File: src/rtl/retire_wide_pkg.sv
// retire_wide_pkg: shared types for the wide-retire reorder buffer.
//   t_prf_id          physical register id (reclaimed at retire)
//   t_paddr           fetch/redirect address
//   t_rob_wide_entry  per-entry ROB state
package retire_wide_pkg;

  typedef logic [6:0]  t_prf_id;
  typedef logic [31:0] t_paddr;

  typedef struct packed {
    logic    valid;
    logic    complete;
    logic    has_dst;
    t_prf_id old_pdst;
    logic    mispred;
    t_paddr  tgt;
  } t_rob_wide_entry;

endpackage

File: src/rtl/retire_wide_if.sv
// retire_wide_if: bundle of rename/execute-side signals of the wide-retire ROB.
//   master: rename + execute + free list / fetch (drives alloc and completion)
//   slave : the ROB (drives ready, tail id, reclaim, redirect, empty)
interface retire_wide_if import retire_wide_pkg::*; #(
  parameter int unsigned DEPTH        = 32,
  parameter int unsigned RETIRE_WIDTH = 2,
  parameter int unsigned IDX_W        = $clog2(DEPTH),
  parameter int unsigned CNT_W        = $clog2(RETIRE_WIDTH + 1)
);

  // Rename (ra0)
  logic                              rob_ready_ra0;
  logic                              alloc_ra0;
  logic                              alloc_has_dst_ra0;
  t_prf_id                           alloc_old_pdst_ra0;
  logic [IDX_W-1:0]                  next_robid_ra0;
  // Completion (rb0)
  logic                              ro_valid_rb0;
  logic [IDX_W-1:0]                  ro_robid_rb0;
  logic                              ro_mispred_rb0;
  t_paddr                            ro_tgt_rb0;
  // Retire results (rb1)
  logic [RETIRE_WIDTH-1:0]           reclaim_prf_rb1;
  t_prf_id [RETIRE_WIDTH-1:0]        reclaim_prf_id_rb1;
  logic [CNT_W-1:0]                  retire_cnt_rb1;
  logic                              br_mispred_rb1;
  t_paddr                            br_tgt_rb1;
  logic                              rob_empty;

  modport master (
    input  rob_ready_ra0, next_robid_ra0, reclaim_prf_rb1, reclaim_prf_id_rb1,
           retire_cnt_rb1, br_mispred_rb1, br_tgt_rb1, rob_empty,
    output alloc_ra0, alloc_has_dst_ra0, alloc_old_pdst_ra0, ro_valid_rb0,
           ro_robid_rb0, ro_mispred_rb0, ro_tgt_rb0
  );

  modport slave (
    output rob_ready_ra0, next_robid_ra0, reclaim_prf_rb1, reclaim_prf_id_rb1,
           retire_cnt_rb1, br_mispred_rb1, br_tgt_rb1, rob_empty,
    input  alloc_ra0, alloc_has_dst_ra0, alloc_old_pdst_ra0, ro_valid_rb0,
           ro_robid_rb0, ro_mispred_rb0, ro_tgt_rb0
  );

endinterface

File: src/rtl/retire_wide_rob_retire_sel.sv
// rob_retire_sel: combinational in-order prefix selector over the head window.
//   win_valid_i/win_complete_i/win_mispred_i : state of entries head+0..head+RW-1
//   retire_mask_o  : per-slot retire decision
//   retire_cnt_o   : number of slots retiring
//   mispred_o      : retiring group ends with a mispredicted branch
//   mispred_slot_o : slot holding that branch
module rob_retire_sel #(
  parameter int unsigned RETIRE_WIDTH = 2,
  parameter int unsigned CNT_W        = $clog2(RETIRE_WIDTH + 1),
  parameter int unsigned SLOT_W       = (RETIRE_WIDTH > 1) ? $clog2(RETIRE_WIDTH) : 1
) (
  input  logic [RETIRE_WIDTH-1:0] win_valid_i,
  input  logic [RETIRE_WIDTH-1:0] win_complete_i,
  input  logic [RETIRE_WIDTH-1:0] win_mispred_i,
  output logic [RETIRE_WIDTH-1:0] retire_mask_o,
  output logic [CNT_W-1:0]        retire_cnt_o,
  output logic                    mispred_o,
  output logic [SLOT_W-1:0]       mispred_slot_o
);

  logic grp_open;

  // A slot retires only while every lower slot retired and none was a
  // mispredict; the first blocker closes the group.
  always_comb begin
    retire_mask_o  = '0;
    retire_cnt_o   = '0;
    mispred_o      = 1'b0;
    mispred_slot_o = '0;
    grp_open       = 1'b1;
    for (int k = 0; k < RETIRE_WIDTH; k++) begin
      if (grp_open && win_valid_i[k] && win_complete_i[k]) begin
        retire_mask_o[k] = 1'b1;
        retire_cnt_o     = retire_cnt_o + CNT_W'(1);
        if (win_mispred_i[k]) begin
          mispred_o      = 1'b1;
          mispred_slot_o = SLOT_W'(k);
          grp_open       = 1'b0;
        end
      end else begin
        grp_open = 1'b0;
      end
    end
  end

endmodule

File: src/rtl/retire_wide.sv
// retire_wide: DEPTH-entry reorder buffer with up to RETIRE_WIDTH in-order
// retirements per cycle, stale-PRF reclaim and mispredict redirect + flush.
//   clk, reset : core clock, asynchronous active-high reset
//   rob_if     : slave side of retire_wide_if (alloc, completion, rb1 results)
//   ASSERT_EN  : enables protocol checks on illegal alloc / completion
module retire_wide import retire_wide_pkg::*; #(
  parameter int unsigned DEPTH        = 32,
  parameter int unsigned RETIRE_WIDTH = 2,
  parameter bit          ASSERT_EN    = 1'b1
) (
  input logic          clk,
  input logic          reset,
  retire_wide_if.slave rob_if
);

  localparam int unsigned IDX_W  = $clog2(DEPTH);
  localparam int unsigned PTR_W  = IDX_W + 1;
  localparam int unsigned CNT_W  = $clog2(RETIRE_WIDTH + 1);
  localparam int unsigned SLOT_W = (RETIRE_WIDTH > 1) ? $clog2(RETIRE_WIDTH) : 1;

  t_rob_wide_entry entry_q [DEPTH];
  logic [PTR_W-1:0] head_q, tail_q, head_d, tail_d, count;
  logic             full, empty;

  // Head window
  logic [IDX_W-1:0]        win_idx [RETIRE_WIDTH];
  t_rob_wide_entry         win_ent [RETIRE_WIDTH];
  logic [RETIRE_WIDTH-1:0] win_valid, win_complete, win_mispred;

  logic [RETIRE_WIDTH-1:0] sel_mask;
  logic [CNT_W-1:0]        sel_cnt;
  logic                    sel_mispred;
  logic [SLOT_W-1:0]       sel_slot;

  logic flush, alloc_ok, comp_ok;

  // rb1 output flops
  logic [RETIRE_WIDTH-1:0]    reclaim_q, reclaim_d;
  t_prf_id [RETIRE_WIDTH-1:0] reclaim_id_q, reclaim_id_d;
  logic [CNT_W-1:0]           retire_cnt_q;
  logic                       br_mispred_q;
  t_paddr                     br_tgt_q, br_tgt_d;

  // Occupancy uses the wrap bit so full and empty are distinguishable.
  assign count = tail_q - head_q;
  assign full  = (count == PTR_W'(DEPTH));
  assign empty = (count == '0);

  always_comb begin
    for (int k = 0; k < RETIRE_WIDTH; k++) begin
      win_idx[k]      = head_q[IDX_W-1:0] + IDX_W'(k);
      win_ent[k]      = entry_q[win_idx[k]];
      win_valid[k]    = win_ent[k].valid;
      win_complete[k] = win_ent[k].complete;
      win_mispred[k]  = win_ent[k].mispred;
    end
  end

  rob_retire_sel #(
    .RETIRE_WIDTH (RETIRE_WIDTH),
    .CNT_W        (CNT_W),
    .SLOT_W       (SLOT_W)
  ) u_sel (
    .win_valid_i    (win_valid),
    .win_complete_i (win_complete),
    .win_mispred_i  (win_mispred),
    .retire_mask_o  (sel_mask),
    .retire_cnt_o   (sel_cnt),
    .mispred_o      (sel_mispred),
    .mispred_slot_o (sel_slot)
  );

  // A mispredict in the retiring group flushes everything younger and
  // overrides any same-cycle alloc or completion.
  assign flush    = sel_mispred;
  assign alloc_ok = rob_if.alloc_ra0 && !full && !flush;
  assign comp_ok  = rob_if.ro_valid_rb0 && !flush &&
                    entry_q[rob_if.ro_robid_rb0].valid &&
                    !entry_q[rob_if.ro_robid_rb0].complete;

  always_comb begin
    head_d = head_q + PTR_W'(sel_cnt);
    if (flush) begin
      tail_d = head_d;
    end else begin
      tail_d = tail_q + PTR_W'(alloc_ok);
    end
  end

  always_ff @(posedge clk or posedge reset) begin
    if (reset) begin
      head_q <= '0;
      tail_q <= '0;
    end else begin
      head_q <= head_d;
      tail_q <= tail_d;
    end
  end

  always_ff @(posedge clk or posedge reset) begin
    if (reset) begin
      for (int i = 0; i < DEPTH; i++) begin
        entry_q[i] <= '0;
      end
    end else if (flush) begin
      for (int i = 0; i < DEPTH; i++) begin
        entry_q[i].valid <= 1'b0;
      end
    end else begin
      for (int k = 0; k < RETIRE_WIDTH; k++) begin
        if (sel_mask[k]) begin
          entry_q[win_idx[k]].valid <= 1'b0;
        end
      end
      // The tail slot is never in the retiring window unless full, and alloc
      // is blocked when full, so these writes never collide.
      if (alloc_ok) begin
        entry_q[tail_q[IDX_W-1:0]] <= '{valid:    1'b1,
                                       complete: 1'b0,
                                       has_dst:  rob_if.alloc_has_dst_ra0,
                                       old_pdst: rob_if.alloc_old_pdst_ra0,
                                       mispred:  1'b0,
                                       tgt:      '0};
      end
      if (comp_ok) begin
        entry_q[rob_if.ro_robid_rb0].complete <= 1'b1;
        entry_q[rob_if.ro_robid_rb0].mispred  <= rob_if.ro_mispred_rb0;
        entry_q[rob_if.ro_robid_rb0].tgt      <= rob_if.ro_tgt_rb0;
      end
    end
  end

  always_comb begin
    for (int k = 0; k < RETIRE_WIDTH; k++) begin
      reclaim_d[k]    = sel_mask[k] && win_ent[k].has_dst;
      reclaim_id_d[k] = reclaim_d[k] ? win_ent[k].old_pdst : '0;
    end
    br_tgt_d = flush ? win_ent[sel_slot].tgt : '0;
  end

  always_ff @(posedge clk or posedge reset) begin
    if (reset) begin
      reclaim_q    <= '0;
      reclaim_id_q <= '0;
      retire_cnt_q <= '0;
      br_mispred_q <= 1'b0;
      br_tgt_q     <= '0;
    end else begin
      reclaim_q    <= reclaim_d;
      reclaim_id_q <= reclaim_id_d;
      retire_cnt_q <= sel_cnt;
      br_mispred_q <= flush;
      br_tgt_q     <= br_tgt_d;
    end
  end

  assign rob_if.rob_ready_ra0      = !full;
  assign rob_if.next_robid_ra0     = tail_q[IDX_W-1:0];
  assign rob_if.rob_empty          = empty;
  assign rob_if.reclaim_prf_rb1    = reclaim_q;
  assign rob_if.reclaim_prf_id_rb1 = reclaim_id_q;
  assign rob_if.retire_cnt_rb1     = retire_cnt_q;
  assign rob_if.br_mispred_rb1     = br_mispred_q;
  assign rob_if.br_tgt_rb1         = br_tgt_q;

  if (ASSERT_EN) begin : g_assert
    a_alloc_when_ready : assert property (@(posedge clk) disable iff (reset)
      rob_if.alloc_ra0 |-> !full)
      else $error("retire_wide: alloc while ROB full");
    a_comp_legal : assert property (@(posedge clk) disable iff (reset)
      (rob_if.ro_valid_rb0 && !flush) |->
        (entry_q[rob_if.ro_robid_rb0].valid && !entry_q[rob_if.ro_robid_rb0].complete))
      else $error("retire_wide: completion to invalid or complete entry");
  end

endmodule
File: src/flat_wrapper.sv
// flat-port wrapper written by rule: the top's interface ports become plain ports
module retire_wide_flat import retire_wide_pkg::*;
#(
  parameter int unsigned DEPTH        = 32,
  parameter int unsigned RETIRE_WIDTH = 2,
  parameter bit          ASSERT_EN    = 1'b1
)
  (clk, reset, rob_if_rob_ready_ra0, rob_if_next_robid_ra0, rob_if_reclaim_prf_rb1, rob_if_reclaim_prf_id_rb1, rob_if_retire_cnt_rb1, rob_if_br_mispred_rb1, rob_if_br_tgt_rb1, rob_if_rob_empty, rob_if_alloc_ra0, rob_if_alloc_has_dst_ra0, rob_if_alloc_old_pdst_ra0, rob_if_ro_valid_rb0, rob_if_ro_robid_rb0, rob_if_ro_mispred_rb0, rob_if_ro_tgt_rb0);
  retire_wide_if #(.DEPTH(DEPTH), .RETIRE_WIDTH(RETIRE_WIDTH)) rob_if_i ();
  input logic clk;
  input logic reset;
  output wire logic [$bits(rob_if_i.rob_ready_ra0)-1:0] rob_if_rob_ready_ra0;
  output wire logic [$bits(rob_if_i.next_robid_ra0)-1:0] rob_if_next_robid_ra0;
  output wire logic [$bits(rob_if_i.reclaim_prf_rb1)-1:0] rob_if_reclaim_prf_rb1;
  output wire logic [$bits(rob_if_i.reclaim_prf_id_rb1)-1:0] rob_if_reclaim_prf_id_rb1;
  output wire logic [$bits(rob_if_i.retire_cnt_rb1)-1:0] rob_if_retire_cnt_rb1;
  output wire logic [$bits(rob_if_i.br_mispred_rb1)-1:0] rob_if_br_mispred_rb1;
  output wire logic [$bits(rob_if_i.br_tgt_rb1)-1:0] rob_if_br_tgt_rb1;
  output wire logic [$bits(rob_if_i.rob_empty)-1:0] rob_if_rob_empty;
  input wire logic [$bits(rob_if_i.alloc_ra0)-1:0] rob_if_alloc_ra0;
  input wire logic [$bits(rob_if_i.alloc_has_dst_ra0)-1:0] rob_if_alloc_has_dst_ra0;
  input wire logic [$bits(rob_if_i.alloc_old_pdst_ra0)-1:0] rob_if_alloc_old_pdst_ra0;
  input wire logic [$bits(rob_if_i.ro_valid_rb0)-1:0] rob_if_ro_valid_rb0;
  input wire logic [$bits(rob_if_i.ro_robid_rb0)-1:0] rob_if_ro_robid_rb0;
  input wire logic [$bits(rob_if_i.ro_mispred_rb0)-1:0] rob_if_ro_mispred_rb0;
  input wire logic [$bits(rob_if_i.ro_tgt_rb0)-1:0] rob_if_ro_tgt_rb0;
  assign rob_if_rob_ready_ra0 = rob_if_i.rob_ready_ra0;
  assign rob_if_next_robid_ra0 = rob_if_i.next_robid_ra0;
  assign rob_if_reclaim_prf_rb1 = rob_if_i.reclaim_prf_rb1;
  assign rob_if_reclaim_prf_id_rb1 = rob_if_i.reclaim_prf_id_rb1;
  assign rob_if_retire_cnt_rb1 = rob_if_i.retire_cnt_rb1;
  assign rob_if_br_mispred_rb1 = rob_if_i.br_mispred_rb1;
  assign rob_if_br_tgt_rb1 = rob_if_i.br_tgt_rb1;
  assign rob_if_rob_empty = rob_if_i.rob_empty;
  assign rob_if_i.alloc_ra0 = rob_if_alloc_ra0;
  assign rob_if_i.alloc_has_dst_ra0 = rob_if_alloc_has_dst_ra0;
  assign rob_if_i.alloc_old_pdst_ra0 = rob_if_alloc_old_pdst_ra0;
  assign rob_if_i.ro_valid_rb0 = rob_if_ro_valid_rb0;
  assign rob_if_i.ro_robid_rb0 = rob_if_ro_robid_rb0;
  assign rob_if_i.ro_mispred_rb0 = rob_if_ro_mispred_rb0;
  assign rob_if_i.ro_tgt_rb0 = rob_if_ro_tgt_rb0;
  retire_wide #(.DEPTH(DEPTH), .RETIRE_WIDTH(RETIRE_WIDTH), .ASSERT_EN(ASSERT_EN)) u_core (.clk(clk), .reset(reset), .rob_if(rob_if_i));
endmodule
File: config.mk
export PLATFORM = sky130hd
export DESIGN_NAME = retire_wide_flat
export DESIGN_NICKNAME = d
export VERILOG_FILES = /design/src/rtl/retire_wide_pkg.sv /design/src/rtl/retire_wide_if.sv /design/src/rtl/retire_wide_rob_retire_sel.sv /design/src/rtl/retire_wide.sv /design/src/flat_wrapper.sv
export SDC_FILE = /design/constraint.sdc
export NUM_CORES = 2
export LEC_CHECK = 0
export BUFFER_PORTS_ARGS = -buffer_cell sky130_fd_sc_hd__buf_2
export CORE_UTILIZATION = 34
export DETAILED_ROUTE_END_ITERATION = 10
export PLACE_DENSITY_LB_ADDON = 0.3
export SETUP_SLACK_MARGIN = 0.2
export SYNTH_ARGS = -nofsm -noshare
export SYNTH_HDL_FRONTEND = slang
export SYNTH_SLANG_ARGS = --single-unit
File: constraint.sdc
create_clock -name clk -period 49.5 [get_ports clk]
set_input_delay 4.95 -clock clk [delete_from_list [all_inputs] [get_ports clk]]
set_output_delay 4.95 -clock clk [all_outputs]
set_load 0.01 [all_outputs]
# Word-level counts from Yosys, hierarchy flattened
# Index checks and enable logic that the tools add are counted.
[op_classes] n_addsub=5 order_cmp=9 n_eq_ne=1 muxes=85 n_bitwise=5 reduce_logical=18
[ops] cell="1376-bit 2-to-1 mux" count=7
[ops] cell="1376-bit bitwise mux" count=6
[ops] cell="43-bit demux with 5-bit select" count=6
[ops] cell="43-bit binary-select mux with 5-bit select" count=3
[ops] cell="43-bit 2-to-1 mux" count=9
[ops] cell="32-bit 2-to-1 mux" count=5
[ops] cell="1-bit 2-to-1 mux" count=43
[ops] cell="42-bit 2-to-1 mux" count=1
[ops] cell="33-bit 2-to-1 mux" count=1
[ops] cell="6-bit greater-or-equal comparator (second input constant)" count=4
[ops] cell="6-bit by 1-bit < comparator with 1-bit output (second input constant)" count=4
[ops] cell="5-bit NOT with 6-bit output" count=4
[ops] cell="1-bit logical AND" count=14
[ops] cell="7-bit 2-to-1 mux" count=2
[ops] cell="6-bit by 1-bit adder with 6-bit output" count=1
[ops] cell="6-bit by 2-bit adder with 6-bit output" count=1
[ops] cell="6-bit equality test (second input constant)" count=1
[ops] cell="6-bit zero test" count=1
[ops] cell="6-bit 2-to-1 mux" count=1
[ops] cell="6-bit subtractor" count=1
[ops] cell="5-bit by 1-bit adder with 5-bit output (second input constant)" count=1
[ops] cell="1-bit zero test" count=3
[ops] cell="2-bit by 1-bit adder with 2-bit output (second input constant)" count=1
[ops] cell="2-bit greater-or-equal comparator (second input constant)" count=1
[ops] cell="2 further kinds" count=2
[word_totals] register_bits=1439 input_bits=50 out_inout_bits=58 elab_cells=323

# Logic depth before layout (Yosys ltp)
[logic_depth] word_depth=21 ltp_mapped=23 ltp_nobuf=16

# Cells and area by module
# A second synthesis with hierarchy kept.
[hier_totals] hier_cells=6477 hier_area_um2=82897.0
[modules_own_cells] module="retire_wide" n_inst=1 cells_each=6468 area_per_inst_um2=82838.2 seq_area_each_um2=36009.5
[modules_own_cells] module="rob_retire_sel" n_inst=1 cells_each=9 area_per_inst_um2=58.8 seq_area_each_um2=0.0

# Least setup slack after synthesis
# No wires, ideal clock.
[synth_path] path_type="in2reg" start="input port rob_if_ro_robid_rb0[2]" end="register u_core.entry_q[953] (netlist bit)" setup_time_ns=0.083 arrival_ns=7.533 t_required_ns=49.417 path_slack_ns=41.884 cell_stages=14 n_path_buf=6 cell_sequence="clkbuf_1 or3b_2 buf_2 nor4_1 a31oi_1 and4_1 buf_2 nand2_1 a311o_1 buf_2 buf_2 clkbuf_1 o31ai_1 o22ai_1"
[synth_via] elab_chain_cells=7 word_cells_on_any_way=18 classes_between="order compare: 2; mux: 11; bitwise: 1; reduce/logical: 4"
[synth_lines] item="from (decl)" line_no="flat_wrapper.sv:24" text="input wire logic [$bits(rob_if_i.ro_robid_rb0)-1:0] rob_if_ro_robid_rb0;"
[synth_lines] item="5-bit NOT with 6-bit output (implied by the code) (*)"
[synth_lines] item="6-bit greater-or-equal comparator (implied by the code), or another cell as far along" line_no="retire_wide.sv:128" text="entry_q[rob_if.ro_robid_rb0].tgt <= rob_if.ro_tgt_rb0;"
[synth_lines] item="1-bit logical AND (implied by the code) or 43-bit 2-to-1 mux (tied branches)" line_no="retire_wide.sv:128, retire_wide.sv:79"
[synth_lines] item="32-bit 2-to-1 mux (implied by the code) or 43-bit 2-to-1 mux (tied branches)" line_no="retire_wide.sv:128, retire_wide.sv:79"
[synth_lines] item="43-bit demux with 5-bit select, or another cell as far along" line_no="retire_wide.sv:128"
[synth_lines] item="1376-bit bitwise mux or 1-bit logical AND (tied branches)" line_no="retire_wide.sv:128, retire_wide.sv:78"
[synth_lines] item="1376-bit 2-to-1 mux (*)" line_no="retire_wide.sv:125" text="if (comp_ok) begin"
[synth_lines] item="to (signal, indexed assignment)" line_no="retire_wide.sv:118" text="entry_q[tail_q[IDX_W-1:0]] <= '{valid: 1'b1,"
[synth_lines] item="to (decl)" line_no="retire_wide.sv:21" text="t_rob_wide_entry entry_q [DEPTH];"
# Every way passes the cells marked *; elsewhere a longest branch is shown, timed or not. The select of a mux whose other input is x is not followed.
# A chain may end at the register's enable or synchronous reset.

# Final worst setup path
[layout_path] start="input port rob_if_ro_robid_rb0[2]" end="register u_core.entry_q[92] (netlist bit)"
# Same word-level chain as after synthesis.

==> results.rst <==
.. list-table::
   :header-rows: 1

   * - Metric
     - Value
   * - Post-synthesis area per instance
     - 13.0 µm²
   * - Share of the synthesized area in compound gates (AO/OA/AOI/OAI)
     - 0.180
   * - Critical path buffer and inverter count
     - 6
   * - Worst max-slew margin expressed relative to the limit
     - 0.148
   * - Placed instance count
     - 8415
   * - Post-cts gate resize count
     - 0
   * - Area contributors post-synth
     - sky130_fd_sc_hd__dfrtp_1, sky130_fd_sc_hd__mux4_2, sky130_fd_sc_hd__a22o_1
   * - Max IR drop VDD
     - 0.0000958 V
   * - Max-slew violation count
     - 0
   * - Final layout net count
     - 5656
   * - CP delay by family, top
     - buffers and inverters
   * - Number of hold buffers added after CTS
     - 0
   * - Antenna-violating nets left
     - 0
   * - Remaining design rule violation count
     - 0
   * - Mux share of post-synthesis cell area
     - 0.263
   * - Max Root-Sink Buffers
     - 3
   * - Startpoint type of the worst setup path
     - input port
   * - Latest clock arrival within the worst-skew pair
     - 870 ps
   * - Setup slack after layout
     - 39870 ps
   * - Final estimated routing congestion in global placement
     - 0.936
   * - Initial DRT Pass Iterations
     - 6
   * - Ratio of cells with drive above 1 in the final layout
     - 0.274
   * - Data required time of the critical path
     - 50270 ps
   * - Number of antenna violations at the first check in global routing
     - 34
   * - Arr. time, crit path
     - 10410 ps
   * - Sum of overflow across all layers after global routing
     - 0
   * - Type of destination of the critical path
     - register
   * - Syn_nets
     - 5972
   * - Simple-Gate Fraction of Synth Area
     - 0.0374
   * - Portion of the post-synthesis area used by sequential elements
     - 0.469
   * - Maximum number of pins on one net before global-route repair
     - 207
   * - Largest clock skew in the final design
     - 68.0 ps
   * - Post-synthesis sequential element count
     - 1439
   * - Pleak
     - 37.2 nW
   * - # IOs
     - 108
   * - Most used flip-flop cell after synthesis
     - sky130_fd_sc_hd__dfrtp_1
   * - Max-cap violations
     - 0
   * - HP Class
     - reg2reg
   * - Post-Syn Instances
     - 5907
   * - Area of all sequential standard cells
     - 36000 µm²
   * - Global-route wire length before repair
     - 465 mm
   * - Most frequent cell on the critical path
     - sky130_fd_sc_hd__buf_4
   * - Number of cells on the worst reg-to-reg path
     - 16
   * - Area of the multi-input gates
     - 37900 µm²
   * - Final period demand of the worst path
     - 9630 ps
   * - Delay contributed by the slowest stage of the critical path
     - 760 ps
   * - Starting DRC count in detailed routing
     - 9970
   * - Effective utilization at floorplan
     - 0.342
   * - Share of Yosys cell area claimed by the top area cell type
     - 0.469
   * - Routed length per instance
     - 37.8 µm
   * - TritonCTS clock tree
     - built
   * - Number of sinks on the clock net
     - 1439
   * - Buffer type at the clock tree root
     - sky130_fd_sc_hd__clkbuf_16
   * - Post-CTS setup buffer count
     - 0
   * - Library cell with the largest summed area after synthesis
     - sky130_fd_sc_hd__dfrtp_1
   * - F_max
     - 104 MHz
   * - Worst slack after detailed placement
     - 39120 ps
   * - Synth Area in Adders
     - 0.00254
   * - Vias in the first global route
     - 60.6k
   * - PnR Total Power
     - 6.35 mW
   * - Async set-reset flop share out of synthesis
     - 1.00
   * - Filler cells
     - 21.2k
   * - Final instance count without filler cells
     - 8733
   * - Number of synthesized flops with an enable pin
     - 0
   * - Levels on crit path
     - 14
   * - Num rows
     - 174
   * - Status
     - complete, no violations
   * - H-Tree Level Count
     - 4
   * - Worst-margin pin slew
     - 1270 ps
   * - Hold Vio Cnt, Final
     - 0
   * - Port Buffers
     - 107
   * - GRT Resource Usage Total
     - 0.282
   * - Detailed-route vias per instance
     - 7.12
   * - Number of distinct library cell variants in the gate-level netlist after synthesis
     - 82
   * - Number of CTS-inserted buffers
     - 166
   * - Power density of the placed cells
     - 74.2 nW/µm²
   * - Chip Height
     - 477 µm
   * - Count of endpoints failing setup in the final report
     - 0
   * - Maximum fanout along the worst path
     - 138
   * - Count of yosys warnings during synthesis
     - 0
   * - Die outline area
     - 228000 µm²
   * - Total Neg Setup Slack
     - 0 ps
   * - Clock-pin transition on the worst setup and hold timing paths
     - 60 ps
   * - Total half-perimeter wirelength after legalization and detailed placement
     - 182 mm
   * - Synthesized-area fraction occupied by xor and xnor cells
     - 0.00181
   * - Worst hold path depth
     - 1
   * - Crit-path cells
     - buf_2 > nor2_1 > nand2_4 > a21oi_1 > nor4_4 > buf_4 > nand2_1 > a311o_2 > buf_12 > buf_4 > buf_4 > nor3_4 > buf_4 > a22o_1
   * - Setup repair after global routing missed its margin
     - no
   * - Crit Path Class
     - in2reg
   * - Width of the die
     - 477 µm
   * - Max stage delay cell, worst path
     - sky130_fd_sc_hd__nor3_4
   * - DR vias
     - 62.2k
   * - Dominant combinational cell family by area after synthesis
     - multiplexers
   * - Synth Cell Area
     - 76800 µm²
   * - Core area
     - 225000 µm²
   * - Post-Route WL
     - 330 mm
   * - Final clock period utilization by the worst path
     - 0.195
   * - Synthesis-to-finish area growth
     - 11.4%
-- where the power goes --
part	switching [mW]	internal [mW]
logic	1.60	1.36
registers	0.432	1.66
clock network	0.556	0.747
-- placed cells by master, fill, tap and decap left out, drive strengths merged, types with 13 or more instances in the layout --
cell     instances
nand2          154
and3            21
diode           13
mux4           657
mux2           259
o211ai          31
o31ai          269
clkbuf         244
nor2           110
a22o           594
mux2i          247
nand3           50
clkinv          34
a21oi           25
inv             73
ha              14
buf            270
nor3            72
a21o            16
dfrtp         1439
a311oi          20
a31oi           40
or4             39
a2111oi         14
nand3b          19
o22ai          587
o21ai          259
-- per-stage QoR --
stage	utilization	instance area, µm²	hold slack [ps]
after floorplan	-	76800	477
final	0.381	85500	515
after global placement	0.355	79800	494
after detailed placement	0.355	79800	497
after global routing	0.381	85500	521
after CTS	0.380	85500	513
-- cell type report --
type                            count  area share
Multi-Input combinational cell   3653       0.443
Tap cell                         2992      0.0438
Clock buffer                      244      0.0565
Antenna cell                       13    0.000380
Inverter                           61     0.00277
Timing Repair Buffer              270      0.0220
Sequential cell                  1439       0.421
Clock inverter                     61      0.0102
-- cell usage after synthesis, drive strengths merged (8+ instances only) --
cell / count
nor2: 110
a311oi: 20
nor4: 9
nand2: 154
mux4: 657
o221ai: 11
o211ai: 31
o31ai: 269
nand3: 50
nor3: 72
a21oi: 25
o21ai: 259
o22ai: 587
a2111oi: 14
buf: 355
dfrtp: 1439
nor2b: 9
or4: 39
nand4: 12
a31oi: 40
nand3b: 19
inv: 61
mux2i: 247
clkbuf: 399
and3: 21
xnor2: 10
a22o: 594
mux2: 259
and2: 8
or3: 8
a21o: 16
ha: 14
-- worst reg2reg max path: stages (launching register included) --
cell	delay [ps]
sky130_fd_sc_hd__dfrtp_4	920
sky130_fd_sc_hd__inv_1	570
sky130_fd_sc_hd__ha_4	840
sky130_fd_sc_hd__buf_4	850
sky130_fd_sc_hd__buf_12	780
sky130_fd_sc_hd__mux4_2	690
sky130_fd_sc_hd__mux2i_1	270
sky130_fd_sc_hd__a32oi_1	110
sky130_fd_sc_hd__and3_1	190
sky130_fd_sc_hd__buf_4	220
sky130_fd_sc_hd__a311o_2	420
sky130_fd_sc_hd__buf_12	220
sky130_fd_sc_hd__buf_4	800
sky130_fd_sc_hd__buf_4	530
sky130_fd_sc_hd__nor3_4	790
sky130_fd_sc_hd__buf_4	630
sky130_fd_sc_hd__a22o_1	270
-- logic make-up (layout without fill, tap and decap cells) --
| kind of cell | Yosys count | count (layout) |
|---|---|---|
| buffers and inverters | 815 | 636 |
| AOI/OAI and AO/OA | 1916 | 1916 |
| and+or+nand+nor | 544 | 544 |
| adders and majority gates | 15 | 15 |
| muxes | 1163 | 1163 |
| DFF | 1439 | 1439 |
| other | 0 | 13 |
| xor gates and xnor gates | 15 | 15 |
-- worst paths after layout --
check / slack, ps / startpoint / to
worst min-delay path: 520 / u_core.entry_q[65] / u_core.entry_q[65]
worst max-delay path: 39870 / rob_if_ro_robid_rb0[2] / u_core.entry_q[92]
worst max register to register: 40370 / u_core.head_q[1] / u_core.entry_q[92]
worst min register to register: 520 / u_core.entry_q[65] / u_core.entry_q[65]
min in group asynchronous: 4300 / reset / u_core.head_q[5]
max in group asynchronous: 40150 / reset / u_core.entry_q[629]
-- routing by layer --
| metal | share of wire | global-route usage | vias to the layer above |
|---|---|---|---|
| li1 | - | - | 23080 |
| met1 | 0.37 | 0.370 | 32671 |
| met2 | 0.42 | 0.400 | 5292 |
| met3 | 0.14 | 0.104 | 1146 |
| met4 | 0.064 | 0.158 | 20 |
| met5 | 0.00058 | 0.00294 | - |
(Power assumes the default switching activity.)
